File: config.mk
export PLATFORM = sky130hd
export DESIGN_NAME = score_bcd_scanner
export DESIGN_NICKNAME = d
export VERILOG_FILES = /design/src/rtl/score_bcd_scanner_pkg.sv /design/src/rtl/score_bcd_scanner_bin2bcd_seq.sv /design/src/rtl/score_bcd_scanner.sv
export SDC_FILE = /design/constraint.sdc
export NUM_CORES = 1
export LEC_CHECK = 0
export CAP_MARGIN = 5
export CORE_ASPECT_RATIO = 0.8
export CORE_MARGIN = 2
export CORE_UTILIZATION = 50
export CTS_CLUSTER_SIZE = 20
export DETAILED_ROUTE_END_ITERATION = 16
export HOLD_SLACK_MARGIN = 0.06
export PLACE_DENSITY = 0.73
export SKIP_CTS_REPAIR_TIMING = 1
export SYNTH_ARGS = -nofsm -noshare
export SYNTH_HDL_FRONTEND = slang
export SYNTH_SLANG_ARGS = --single-unit
File: constraint.sdc
create_clock -name clk -period 3 [get_ports clk]
set_clock_uncertainty 0.15 [all_clocks]
set_input_delay 0.75 -clock clk [delete_from_list [all_inputs] [get_ports clk]]
set_output_delay 0.75 -clock clk [all_outputs]
set_load 0.01 [all_outputs]
File: src/rtl/score_bcd_scanner_pkg.sv
// Shared constants, types and helpers for the BCD score converter and digit scanner.
package score_bcd_scanner_pkg;

    localparam int unsigned NUM_DIGITS = 4;
    localparam int unsigned NIB_W      = 4;
    localparam int unsigned BIN_W      = 14;
    localparam int unsigned BCD_W      = NUM_DIGITS * NIB_W;
    localparam int unsigned SR_W       = BCD_W + BIN_W;
    localparam int unsigned ITER_W     = 4;
    localparam int unsigned IDX_W      = 2;
    localparam int unsigned MAX_VALUE  = 9999;

    localparam logic [NIB_W-1:0] BCD_BLANK = 4'hF;

    typedef logic [NUM_DIGITS-1:0][NIB_W-1:0] bcd_digits_t;

    typedef enum logic [1:0] {
        S_IDLE  = 2'd0,
        S_SHIFT = 2'd1,
        S_LATCH = 2'd2
    } conv_state_t;

    // Double-dabble correction: every nibble >= 5 gets +3 before the shift.
    function automatic bcd_digits_t add3_digits(bcd_digits_t d);
        bcd_digits_t r;
        r = d;
        for (int i = 0; i < NUM_DIGITS; i++) begin
            if (d[i] >= NIB_W'(5)) begin
                r[i] = d[i] + NIB_W'(3);
            end
        end
        return r;
    endfunction

    function automatic logic [BIN_W-1:0] saturate(logic [BIN_W-1:0] v);
        return (v > BIN_W'(MAX_VALUE)) ? BIN_W'(MAX_VALUE) : v;
    endfunction

endpackage

File: src/rtl/score_bcd_scanner_bin2bcd_seq.sv
// Sequential shift-add-3 binary-to-BCD converter: one accept, 14 shifts, one latch cycle.
module bin2bcd_seq
    import score_bcd_scanner_pkg::*;
(
    input  logic             clk,
    input  logic             rst_n,
    input  logic             start,
    input  logic [BIN_W-1:0] value,
    output logic             busy,
    output logic             done,
    output logic [BCD_W-1:0] bcd
);

    conv_state_t       state_q, state_d;
    logic [SR_W-1:0]   sr_q, sr_d;
    logic [ITER_W-1:0] iter_q, iter_d;
    logic [BCD_W-1:0]  bcd_q, bcd_d;
    logic              done_q, done_d;

    always_ff @(posedge clk or negedge rst_n) begin
        if (!rst_n) begin
            state_q <= S_IDLE;
            sr_q    <= '0;
            iter_q  <= '0;
            bcd_q   <= '0;
            done_q  <= 1'b0;
        end else begin
            state_q <= state_d;
            sr_q    <= sr_d;
            iter_q  <= iter_d;
            bcd_q   <= bcd_d;
            done_q  <= done_d;
        end
    end

    // Register layout is {bcd field, binary field}; the binary bits migrate into the BCD field.
    always_comb begin
        state_d = state_q;
        sr_d    = sr_q;
        iter_d  = iter_q;
        bcd_d   = bcd_q;
        done_d  = 1'b0;
        case (state_q)
            S_IDLE: begin
                if (start) begin
                    sr_d    = {BCD_W'(0), saturate(value)};
                    iter_d  = '0;
                    state_d = S_SHIFT;
                end
            end
            S_SHIFT: begin
                sr_d   = {add3_digits(sr_q[SR_W-1:BIN_W]), sr_q[BIN_W-1:0]} << 1;
                iter_d = iter_q + ITER_W'(1);
                if (iter_q == ITER_W'(BIN_W - 1)) begin
                    state_d = S_LATCH;
                end
            end
            S_LATCH: begin
                bcd_d   = sr_q[SR_W-1:BIN_W];
                done_d  = 1'b1;
                state_d = S_IDLE;
            end
            default: begin
                state_d = S_IDLE;
            end
        endcase
    end

    assign busy = (state_q != S_IDLE);
    assign done = done_q;
    assign bcd  = bcd_q;

endmodule

File: src/rtl/score_bcd_scanner.sv
// Score display front end: BCD conversion plus 4-digit multiplexed FND scan with leading-zero blanking.
module score_bcd_scanner
    import score_bcd_scanner_pkg::*;
#(
    parameter int unsigned SCAN_DIV = 10000
)
(
    input  logic                  clk,
    input  logic                  rst_n,
    input  logic                  start,
    input  logic [BIN_W-1:0]      value,
    output logic                  busy,
    output logic                  done,
    output logic [BCD_W-1:0]      bcd,
    output logic [NIB_W-1:0]      scan_bcd,
    output logic [NUM_DIGITS-1:0] digit_com
);

    localparam int unsigned CNT_W = (SCAN_DIV > 1) ? $clog2(SCAN_DIV) : 1;

    logic [CNT_W-1:0]      scan_cnt_q;
    logic [IDX_W-1:0]      idx_q;
    bcd_digits_t           digits;
    logic [NUM_DIGITS-1:0] blank;

    bin2bcd_seq u_conv (
        .clk   (clk),
        .rst_n (rst_n),
        .start (start),
        .value (value),
        .busy  (busy),
        .done  (done),
        .bcd   (bcd)
    );

    // Free-running scan timebase; the digit index steps once per SCAN_DIV cycles.
    always_ff @(posedge clk or negedge rst_n) begin
        if (!rst_n) begin
            scan_cnt_q <= '0;
            idx_q      <= '0;
        end else if (scan_cnt_q == CNT_W'(SCAN_DIV - 1)) begin
            scan_cnt_q <= '0;
            idx_q      <= idx_q + IDX_W'(1);
        end else begin
            scan_cnt_q <= scan_cnt_q + CNT_W'(1);
        end
    end

    // A digit is blank when it and every more-significant digit are zero; ones is always shown.
    always_comb begin
        logic zero_run;
        digits   = bcd;
        blank    = '0;
        zero_run = 1'b1;
        for (int i = NUM_DIGITS - 1; i > 0; i--) begin
            zero_run = zero_run && (digits[i] == NIB_W'(0));
            blank[i] = zero_run;
        end
    end

    assign scan_bcd  = blank[idx_q] ? BCD_BLANK : digits[idx_q];
    assign digit_com = ~(NUM_DIGITS'(1) << idx_q);

endmodule

== Word level (Yosys, flattened, before mapping) ==
Cells that the tools add are included.

* Register bits: 69
* Input bits: 17

* Reductions and logical operators: 10
* Shifts and indexed selects: 1
* Bitwise logic cells: 1
* Multiplexer cells: 19
* Order comparisons: 6
* Eq/ne operators: 6
* $add $sub $neg: 7

{| class="wikitable"
|+ Operator list
! cell !! number
|-
| 30-bit case mux with 2 select lines || 1
|-
| 30-bit 2-to-1 mux || 1
|-
| 14-bit 2-to-1 mux || 2
|-
| 4-bit 2-to-1 mux || 6
|-
| 4-bit by 3-bit greater-or-equal comparator with 1-bit output, second input constant || 4
|-
| 14-bit by 1-bit adder with 14-bit output, second input constant || 1
|-
| 14-bit equality test, second input constant || 1
|-
| 14-bit greater-than comparator, second input constant || 1
|-
| 4-bit by 2-bit adder with 4-bit output, second input constant || 3
|-
| 4-bit zero test || 3
|-
| 4-bit binary-select mux with 2-bit select || 1
|-
| 4-bit case mux with 2 select lines || 1
|-
| 4-bit by 1-bit adder with 4-bit output, second input constant || 1
|-
| 4-bit equality test, second input constant || 1
|-
| 2-bit 2-to-1 mux || 2
|-
| 4-bit inverter || 1
|-
| 2-bit case mux with 2 select lines || 1
|-
| 2-bit AND reduction || 2
|-
| 2-bit nonzero test || 2
|-
| 1-bit by 2-bit << shifter with 4-bit output, first input constant || 1
|-
| 3-bit by 2-bit adder with 3-bit output, second input constant || 1
|-
| 2-bit by 3-bit < comparator with 1-bit output, second input constant || 1
|-
| 3-bit 2-to-1 mux || 1
|-
| 2-bit by 1-bit adder with 2-bit output, second input constant || 1
|-
| 8 further kinds || 10
|}

== Longest topological paths before layout ==
Gate-level depths: netlist of the first run.

* Word-level depth: 6
* Depth in mapped cells: 6

== Modules after synthesis ==
From an unflattened synthesis of the first run, not the netlist that was laid out.

* Cells, all modules: 327
* Area total of the unflattened synthesis: 3503.4 um2

{| class="wikitable"
|+ By module, submodules not included
! module !! cells each !! area an instance (um2) !! instances
|-
| bin2bcd_seq || 238 || 2553.7 || 1
|-
| score_bcd_scanner || 89 || 949.7 || 1
|}

== Worst setup path before layout of the first run ==
Ideal clock, no wire load.

* Path kind: register -> output
* Start: register idx_q[0]
* End: output port scan_bcd[0]
* Cell stages (with the launch flop): 4
* Data required time: 2100 ps
* Setup slack: 736 ps
* Arrival time: 1364 ps
* Path through: dfrtp_1 -> clkbuf_1 -> mux4_2 -> nand2b_1

* Longest elaborated chain between the ends: 3

{| class="wikitable"
|+ RTL lines
! element !! RTL line !! source
|-
| start: declaration || score_bcd_scanner.sv:22 || <nowiki>logic [IDX_W-1:0] idx_q;</nowiki>
|-
| start signal: assignment || score_bcd_scanner.sv:43 || <nowiki>idx_q <= idx_q + IDX_W'(1);</nowiki>
|-
| 4-bit binary-select mux with 2-bit select / 1-bit binary-select mux with 2-bit select (equally long branches) || score_bcd_scanner.sv:61 || <nowiki>assign scan_bcd = blank[idx_q] ? BCD_BLANK : digits[idx_q];</nowiki>
|-
| 4-bit 2-to-1 mux (not written as such) / 1-bit 2-to-1 mux (equally long branches) || score_bcd_scanner.sv:61 ||
|-
| 4-bit 2-to-1 mux (*) || score_bcd_scanner.sv:61 ||
|-
| end: declaration || score_bcd_scanner.sv:15 || <nowiki>output logic [NIB_W-1:0] scan_bcd,</nowiki>
|}

Mark *: on every way between the ends. The rest lies on a longest branch, timed or not. The select of a mux whose other input is x is not followed.

== Final worst setup path of the first run ==
* Start: register idx_q[1]
* End: output port digit_com[1]

* Longest elaborated chain between the ends: 2

{| class="wikitable"
|+ RTL lines
! element !! RTL line !! source
|-
| 1-bit by 2-bit << shifter with 4-bit output || score_bcd_scanner.sv:62 || <nowiki>assign digit_com = ~(NUM_DIGITS'(1) << idx_q);</nowiki>
|-
| 4-bit inverter || score_bcd_scanner.sv:62 ||
|-
| end: declaration || score_bcd_scanner.sv:16 || <nowiki>output logic [NUM_DIGITS-1:0] digit_com</nowiki>
|}

Every way passes these cells.

==> results of run 1 <==
[worst max-delay path by stage]
stage / startpoint / endpoint / slack [ns] / cells after the start
finish: idx_q[1] / digit_com[1] / 0.37 / 4
global route: idx_q[0] / digit_com[2] / 0.25 / 4
CTS: u_conv.bcd[8] / scan_bcd[0] / -0.17 / 5
detailed placement: u_conv.bcd[8] / scan_bcd[0] / 0.24 / 5
global placement: u_conv.bcd[8] / scan_bcd[1] / 0.37 / 5
floorplan: idx_q[0] / scan_bcd[0] / 0.74 / 3
[state kept, by name, summed over array words and instances, names as in the netlist]
| name | count |
|---|---|
| idx_q | 2 |
| scan_cnt_q | 14 |
| u_conv.bcd | 16 |
| u_conv.done | 1 |
| u_conv.iter_q | 4 |
| u_conv.sr_q | 30 |
| u_conv.state_q | 2 |
[Yosys cell counts, types with 8 or more instances]
cell | n | area [µm²]
sky130_fd_sc_hd__a21oi_1 | 10 | 50.1
sky130_fd_sc_hd__a22o_1 | 9 | 78.8
sky130_fd_sc_hd__clkbuf_1 | 8 | 30.0
sky130_fd_sc_hd__dfrtp_1 | 69 | 1730
sky130_fd_sc_hd__ha_1 | 15 | 188
sky130_fd_sc_hd__inv_1 | 24 | 90.1
sky130_fd_sc_hd__mux2_2 | 8 | 90.1
sky130_fd_sc_hd__nand2_1 | 18 | 67.6
sky130_fd_sc_hd__nand2b_1 | 10 | 62.6
sky130_fd_sc_hd__nor2_1 | 20 | 75.1
sky130_fd_sc_hd__o21ai_0 | 23 | 115
sky130_fd_sc_hd__xnor2_1 | 9 | 78.8
sky130_fd_sc_hd__xor2_1 | 9 | 78.8
[through the flow]
step	TNS (ns)	worst slack, ns	cell area, µm²	power (W)
finish	0	0.365	4130	0.00396
global route	0	0.248	4130	0.00426
CTS	-0.618	-0.172	4110	0.00399
floorplan	0	0.736	3360	0.00247
detailed placement	0	0.238	3870	0.00307
global placement	0	0.369	3870	0.00301
[layout by cell type, fill, tap and decap left out, types with 5 or more instances in the layout]
master and n:
sky130_fd_sc_hd__clkbuf_8 9, sky130_fd_sc_hd__nand4_1 5, sky130_fd_sc_hd__a22o_1 9, sky130_fd_sc_hd__inv_1 24, sky130_fd_sc_hd__clkdlybuf4s50_1 37, sky130_fd_sc_hd__nand2_1 18, sky130_fd_sc_hd__nor2_1 20, sky130_fd_sc_hd__dfrtp_1 68
sky130_fd_sc_hd__nor3b_1 6, sky130_fd_sc_hd__o21ai_0 22, sky130_fd_sc_hd__xnor2_1 9, sky130_fd_sc_hd__mux2_2 8, sky130_fd_sc_hd__nand2b_1 10, sky130_fd_sc_hd__o22ai_1 6, sky130_fd_sc_hd__a21oi_1 10, sky130_fd_sc_hd__ha_1 15
sky130_fd_sc_hd__nand3_1 5, sky130_fd_sc_hd__xor2_1 9
[power by group through the flow]
stage / clock network (W) / registers [W] / logic [W]
after detailed placement: 0 / 0.00156 / 0.00151
after CTS: 0.000913 / 0.00155 / 0.00152
after global routing: 0.000961 / 0.00160 / 0.00170
after global placement: 0 / 0.00154 / 0.00147
final: 0.000900 / 0.00156 / 0.00150
after floorplan: 0 / 0.00151 / 0.000959
[logic make-up (layout without fill, tap and decap cells)]
group           after synthesis  after routing  synth area share [%]
fa+ha+maj                    15             15                  5.59
simple gates                 87             87                  14.1
buf+inv                      36             87                  4.25
xor+xnor                     18             18                  4.70
compound gates               68             68                  13.4
flops                        69             69                  51.5
mux                          16             16                  6.56
[final cells by class]
class | instances | area (µm²) | share of cell area, %
Timing Repair Buffer | 47 | 475 | 11.5
Multi-Input combinational cell | 204 | 1490 | 36.1
Clock buffer | 10 | 128 | 3.09
Clock inverter | 6 | 111 | 2.70
Inverter | 24 | 90.1 | 2.18
Sequential cell | 69 | 1730 | 41.8
Tap cell | 84 | 105 | 2.54
[per-layer routing]
metal	track usage, %	share of wire, %	up-vias
met1	30.4	49	1230
met3	6.29	5.1	7
met5	0	0	-
met2	30.7	45	72
li1	-	-	1188
met4	5.14	0.63	0
[critical path: stages (launching register included)]
cell and delay, ns:
sky130_fd_sc_hd__dfrtp_1 0.50, sky130_fd_sc_hd__inv_1 0.12, sky130_fd_sc_hd__ha_1 0.21, sky130_fd_sc_hd__inv_1 0.05, sky130_fd_sc_hd__clkdlybuf4s50_1 0.52
==> results.yml, run 1 <==
timing:
  slew_violations: 0
  setup_viol: 0
  fmax_mhz: 380
  hold_ws_ns: 0.300
  grt_setup_unrepaired: "false"
  timing.final.hold_violations: 0
  worst_tran_pin_value_ns: 0.877
  min_period_over_period_pct: 87.8
  maxSlewHeadroom_pct: 41.5
  finalCriticalPeriod_ns: 2.63
detailed_routing:
  detail_route.vias_per_cell: 5.62
  drcViolationCount: 0
  routed_length_per_placed_instance_um: 15.7
  detail_route.iter0.violations: 117
  vias: 2497
  first_pass_iters: 6
  postRouteAntennaNets: 0
  wire_length_after_detailed_routing_um: 6950
synth:
  synthesis.area_um2: 3360
  synth_fp_nets: 341
  post_synth_num_cell_types: 42
  synthArstFlopShare_pct: 100
  ys_seq_elements: 69
  synthesis.instances: 309
  synth-edff-count: 0
  seq_area_frac_synth_pct: 51.5
  synth.yosys.warnings: 0
  avgSynthCellArea_um2: 10.9
  synth_top_flop_cell: "sky130_fd_sc_hd__dfrtp_1"
cts:
  clock_sinks: 69
  tritoncts.num_buffers: 9
  clock_latency_ns: 0.34
  path_clk_slew_ns: 0.08
  clk_path_buf_depth: 2
  clock-root-buffer: "sky130_fd_sc_hd__clkbuf_8"
  cts_max_level: 3
  tritoncts: "yes"
worst_setup_path:
  cp.arrival_ns: 1.73
  cp.required_ns: 2.10
  timing.rr.end: "scan_cnt_q[13]"
  crit_path_start_kind: "flip-flop"
  setup_crit_end_kind: "primary output"
  crit_path_max_fanout: 8
  r2r.worst_path.cells: 4
  r2r_setup_slack_ns: 0.93
  start_to_end_type_of_the_worst_setup_path: "reg2out"
  regToRegStartpoint: "scan_cnt_q[4]"
placed_design:
  numPlacedInstances: 428
  dp_hpwl_um: 4990
  io_buffer_count: 42
  globalplace.congestion: 0.834
floorplan:
  fp.coreArea_um2: 6440
  chipHeight_um: 77.3
  die_area_um2: 7390
  dieWidth_um: 95.6
  num_io_pins: 43
  rows: 26
  initial_core_utilization_pct: 52.1
global_route:
  pin_count_of_the_biggest_net_entering_global_routing: 41
  grt_pass1_wl_um: 11800
  globalRoute.totalOverflow: 0
  grt_antenna_before_repair: 0
  first_global_vias: 2426
  groute.usage.overall_pct: 20.9
pwr:
  combinationalPowerShare_pct: 37.9
  p_sw_w: 0.00137
  clock_power_share_pct: 22.7
  leakagePower_nw: 1.93
  sw_frac_of_total_pct: 34.6
  p_per_cell_area_nw_per_um2: 960
  cellInternalPower_w: 0.00259
  ir_drop_mv: 0.431
  seqPwrFrac_pct: 39.4
hold_path:
  worstHoldPathType: "in2async"
finish:
  finish.utilization_pct: 64.1
  n_fill_cell: 521
  layout.nets: 387
  synthesis_to_layout_area_growth_pct: 23.1
  antenna_cells: 0
  final-instance-count-excl-fill: 444
  final_layout_size_suffix_gt1_share_pct: 11.1
outcome:
  status: "finished, final reports clean"
run:
  cap_viol_max_count: 0
Note: power is estimated with default switching activity, not from simulation.
==> inputs of run 2 (changes only) <==
--- a/config.mk
+++ b/config.mk
@@ -8,11 +8,12 @@
 export CAP_MARGIN = 5
 export CORE_ASPECT_RATIO = 0.8
 export CORE_MARGIN = 2
-export CORE_UTILIZATION = 50
+export CORE_UTILIZATION = 40
+export CTS_CLUSTER_DIAMETER = 40
 export CTS_CLUSTER_SIZE = 20
 export DETAILED_ROUTE_END_ITERATION = 16
+export GPL_ROUTABILITY_DRIVEN = 0
 export HOLD_SLACK_MARGIN = 0.06
-export PLACE_DENSITY = 0.73
 export SKIP_CTS_REPAIR_TIMING = 1
 export SYNTH_ARGS = -nofsm -noshare
 export SYNTH_HDL_FRONTEND = slang
==> results.yml, run 2 (same netlist as run 1, synthesis figures left out) <==
timing:
  maxSlewHeadroom_pct: 39.5
  setup_viol: 0
  worst_tran_pin_value_ns: 0.908
  finalCriticalPeriod_ns: 2.62
  grt_setup_unrepaired: "false"
  slew_violations: 0
  fmax_mhz: 381
  tns_ns: 0
  min_period_over_period_pct: 87.4
  timing.final.hold_violations: 0
cts:
  cts_max_level: 3
  tritoncts: "yes"
  clock_latency_ns: 0.33
  tritoncts.num_buffers: 9
  path_clk_slew_ns: 0.07
  clock_sinks: 69
  clk_path_buf_depth: 2
  clock-root-buffer: "sky130_fd_sc_hd__clkbuf_8"
finish:
  finalInstanceArea_um2: 4180
  max_flop_register: "u_conv.sr_q"
  area.sequential_um2: 1730
  n_fill_cell: 723
  most_common_cell_after_layout_fill_and_taps_aside: "sky130_fd_sc_hd__dfrtp_1"
  multiInputGateArea_um2: 1510
  final_layout_size_suffix_gt1_share_pct: 11.6
  synthesis_to_layout_area_growth_pct: 24.6
  layout.nets: 388
  antenna_cells: 0
  max_ffs_per_register: 30
  layout_common_cells: "sky130_fd_sc_hd__dfrtp_1, sky130_fd_sc_hd__clkdlybuf4s50_1, sky130_fd_sc_hd__inv_1"
global_route:
  groute.usage.overall_pct: 16.6
  grt_pass1_wl_um: 11900
  globalRoute.totalOverflow: 0
  grt_antenna_before_repair: 0
  first_global_vias: 2443
  pin_count_of_the_biggest_net_entering_global_routing: 70
detailed_routing:
  drcViolationCount: 0
  wire_length_after_detailed_routing_um: 6910
  routed_length_per_placed_instance_um: 14.7
  detail_route.iter0.violations: 87
  first_pass_iters: 4
  postRouteAntennaNets: 0
  vias: 2424
  detail_route.vias_per_cell: 5.17
placed_design:
  dpl_cell_area_um2: 3900
  io_buffer_count: 42
  dp_hpwl_um: 4880
floorplan:
  chipHeight_um: 85.9
  num_io_pins: 43
  rows: 29
  fp.coreArea_um2: 8020
  dieWidth_um: 106
  die_area_um2: 9140
  initial_core_utilization_pct: 41.8
worst_setup_path:
  cp_num_buf_inv: 3
  timing.rr.end: "scan_cnt_q[4]"
  crit_path_start_kind: "flip-flop"
  r2r.worst_path.cells: 4
  cp.required_ns: 2.10
  critPathMaxStageDelay_ns: 0.52
  regToRegStartpoint: "scan_cnt_q[4]"
  crit_path_max_fanout: 8
  most_frequent_cell_on_the_critical_path: "sky130_fd_sc_hd__inv_1"
  setup_crit_end_kind: "primary output"
  cp.arrival_ns: 1.72
  start_to_end_type_of_the_worst_setup_path: "reg2out"
  r2r_setup_slack_ns: 0.95
  critPathTopFamily: "buffers and inverters"
  slowest_stage: "sky130_fd_sc_hd__clkdlybuf4s50_1"
  worstPathCellList: "inv_1, ha_1, inv_1, clkdlybuf4s50_1"
pwr:
  combinationalPowerShare_pct: 38.1
  ir_drop_mv: 0.365
  sw_frac_of_total_pct: 34.1
  post-layout-total-power_w: 0.00399
  clock_power_share_pct: 22.8
  seqPwrFrac_pct: 39.1
  p_per_cell_area_nw_per_um2: 953
  leakagePower_nw: 1.94
  p_sw_w: 0.00136
  cellInternalPower_w: 0.00263
run:
  cap_viol_max_count: 0
outcome:
  status: "finished, final reports clean"
hold_path:
  worstHoldPathType: "in2async"
run 2: worst max path at each step:
stage                        from      endpoint  slack, ns  cells after the start
CTS                 u_conv.bcd[8]   scan_bcd[0]      -0.13                      5
global placement    u_conv.bcd[8]   scan_bcd[1]       0.37                      5
floorplan                idx_q[0]   scan_bcd[0]       0.74                      3
global route             idx_q[1]  digit_com[1]       0.27                      4
detailed placement  u_conv.bcd[8]   scan_bcd[0]       0.26                      5
finish                   idx_q[1]  digit_com[1]       0.38                      4
run 2: layout make-up:
class | instances | area share, %
inverters | 24 | 2.15
multi-input cells | 204 | 36.0
clock buffers | 12 | 3.47
well taps | 108 | 3.23
repair buffers | 48 | 11.5
flip-flops and latches | 69 | 41.3
clock inverters | 4 | 2.27
run 2: through the flow:
stage | hold WS, ns | setup slack, ns | util [%] | instances
floorplan | 0.295 | 0.736 | - | 309
global placement | 0.319 | 0.370 | 48.7 | 452
detailed placement | 0.334 | 0.260 | 48.7 | 452
CTS | 0.280 | -0.129 | 51.7 | 468
global route | 0.290 | 0.266 | 52.2 | 469
finish | 0.270 | 0.378 | 52.2 | 469
run 2: power by group through the flow:
stage	sequential [W]	combinational (W)	clock [W]
global placement	0.00155	0.00148	0
detailed placement	0.00156	0.00152	0
global route	0.00161	0.00168	0.000977
CTS	0.00155	0.00153	0.000931
finish	0.00156	0.00152	0.000909
floorplan	0.00151	0.000959	0
run 2: per-layer routing:
| metal | vias up | wire, µm | track usage, % |
|---|---|---|---|
| met3 | 6 | 323 | 5.24 |
| met4 | 0 | 61 | 5.02 |
| li1 | 1195 | - | - |
| met1 | 1169 | 3590 | 23.7 |
| met2 | 54 | 2940 | 24.1 |
| met5 | - | 0 | 0 |
==> inputs of run 3 (changes only) <==
--- a/config.mk
+++ b/config.mk
@@ -14,6 +14,7 @@
 export DETAILED_ROUTE_END_ITERATION = 16
 export GPL_ROUTABILITY_DRIVEN = 0
 export HOLD_SLACK_MARGIN = 0.06
+export MAX_ROUTING_LAYER = met4
 export SKIP_CTS_REPAIR_TIMING = 1
 export SYNTH_ARGS = -nofsm -noshare
 export SYNTH_HDL_FRONTEND = slang
==> results.yml, run 3 (same netlist as run 1, synthesis figures left out) <==
timing:
  timing.final.hold_violations: 0
  finalCriticalPeriod_ns: 2.62
  slew_violations: 0
  fmax_mhz: 381
  maxSlewHeadroom_pct: 40.4
  hold_ws_ns: 0.269
  worst_tran_pin_value_ns: 0.894
  setup_viol: 0
  min_period_over_period_pct: 87.4
  grt_setup_unrepaired: "false"
worst_setup_path:
  cp_num_buf_inv: 3
  critPathMaxStageDelay_ns: 0.52
  cp.required_ns: 2.10
  critPathTopFamily: "buffers and inverters"
  most_frequent_cell_on_the_critical_path: "sky130_fd_sc_hd__inv_1"
  start_to_end_type_of_the_worst_setup_path: "reg2out"
  crit_path_start_kind: "flip-flop"
  cp.arrival_ns: 1.72
  worstPathCellList: "inv_1, ha_1, inv_1, clkdlybuf4s50_1"
  crit_path_max_fanout: 8
  slowest_stage: "sky130_fd_sc_hd__clkdlybuf4s50_1"
  setup_crit_end_kind: "primary output"
detailed_routing:
  drcViolationCount: 0
  postRouteAntennaNets: 0
  detail_route.vias_per_cell: 5.16
  routed_length_per_placed_instance_um: 14.7
  detail_route.iter0.violations: 87
  wire_length_after_detailed_routing_um: 6880
  first_pass_iters: 4
  vias: 2419
floorplan:
  dieWidth_um: 106
  die_area_um2: 9140
  num_io_pins: 43
  initial_core_utilization_pct: 41.8
  rows: 29
  fp.coreArea_um2: 8020
  chipHeight_um: 85.9
cts:
  path_clk_slew_ns: 0.07
  clock_latency_ns: 0.33
  tritoncts: "yes"
  clock-root-buffer: "sky130_fd_sc_hd__clkbuf_8"
  clock_sinks: 69
  tritoncts.num_buffers: 9
  cts_max_level: 3
  clk_path_buf_depth: 2
finish:
  n_fill_cell: 723
  final_layout_size_suffix_gt1_share_pct: 11.6
  multiInputGateArea_um2: 1510
  max_flop_register: "u_conv.sr_q"
  synthesis_to_layout_area_growth_pct: 24.6
  layout.nets: 388
  antenna_cells: 0
  most_common_cell_after_layout_fill_and_taps_aside: "sky130_fd_sc_hd__dfrtp_1"
  max_ffs_per_register: 30
  area.sequential_um2: 1730
  layout_common_cells: "sky130_fd_sc_hd__dfrtp_1, sky130_fd_sc_hd__clkdlybuf4s50_1, sky130_fd_sc_hd__inv_1"
global_route:
  grt_pass1_wl_um: 11900
  pin_count_of_the_biggest_net_entering_global_routing: 70
  globalRoute.totalOverflow: 0
  grt_antenna_before_repair: 0
  groute.usage.overall_pct: 17.0
  first_global_vias: 2453
pwr:
  seqPwrFrac_pct: 39.1
  sw_frac_of_total_pct: 34.1
  clock_power_share_pct: 22.8
  ir_drop_mv: 0.365
  leakagePower_nw: 1.94
  cellInternalPower_w: 0.00263
  p_sw_w: 0.00136
  p_per_cell_area_nw_per_um2: 953
  post-layout-total-power_w: 0.00399
  combinationalPowerShare_pct: 38.1
placed_design:
  io_buffer_count: 42
  dp_hpwl_um: 4880
run:
  cap_viol_max_count: 0
hold_path:
  worstHoldPathType: "in2async"
outcome:
  status: "finished, final reports clean"
==> run 3: cell counts in the layout (fill, tap and decap cells not counted) <==
Identical to the previous run, type by type.
==> run 3: final cells by class <==
type,count,share of cell area [%]
clock buffers,12,3.47
clock inverters,4,2.27
inverters,24,2.15
multi-input cells,204,36.0
flip-flops and latches,69,41.3
well taps,108,3.23
repair buffers,48,11.5
==> run 3: path summary, 6_finish.rpt <==
check	start	depth (start not counted)	slack, ns	to
min	rst_n	2	0.27	u_conv.done
max	idx_q[1]	4	0.38	digit_com[1]
max in group asynchronous	rst_n	2	2.12	idx_q[0]
max reg2reg	scan_cnt_q[4]	4	0.95	scan_cnt_q[4]
min reg2reg	u_conv.sr_q[9]	2	0.34	u_conv.sr_q[9]
min in group clk	u_conv.sr_q[9]	2	0.34	u_conv.sr_q[9]
==> run 3: power by group through the flow <==
stage	clock network [W]	registers, W	logic, W
6_report	0.000907	0.00156	0.00152
5_1_grt	0.000975	0.00161	0.00168
4_1_cts	0.000931	0.00155	0.00153
3_5_place_dp	0	0.00156	0.00152
3_3_place_gp	0	0.00155	0.00148
2_1_floorplan	0	0.00151	0.000959
==> run 3: through the flow <==
step	area (µm²)	worst slack [ns]	TNS [ns]	instances	utilization (%)
floorplan	3360	0.736	0	309	-
global placement	3900	0.370	0	452	48.7
detailed placement	3900	0.260	0	452	48.7
CTS	4140	-0.129	-0.491	468	51.7
global route	4180	0.269	0	469	52.2
finish	4180	0.377	0	469	52.2
==> run 3: routing by layer <==
layer / vias up / GRT usage, % / wire, µm / share of wire [%]
met5: - / - / 0 / 0
met4: 0 / 5.38 / 82 / 1.2
met3: 8 / 4.79 / 358 / 5.2
met2: 59 / 24.1 / 2880 / 42
met1: 1158 / 23.8 / 3560 / 52
li1: 1194 / - / - / -
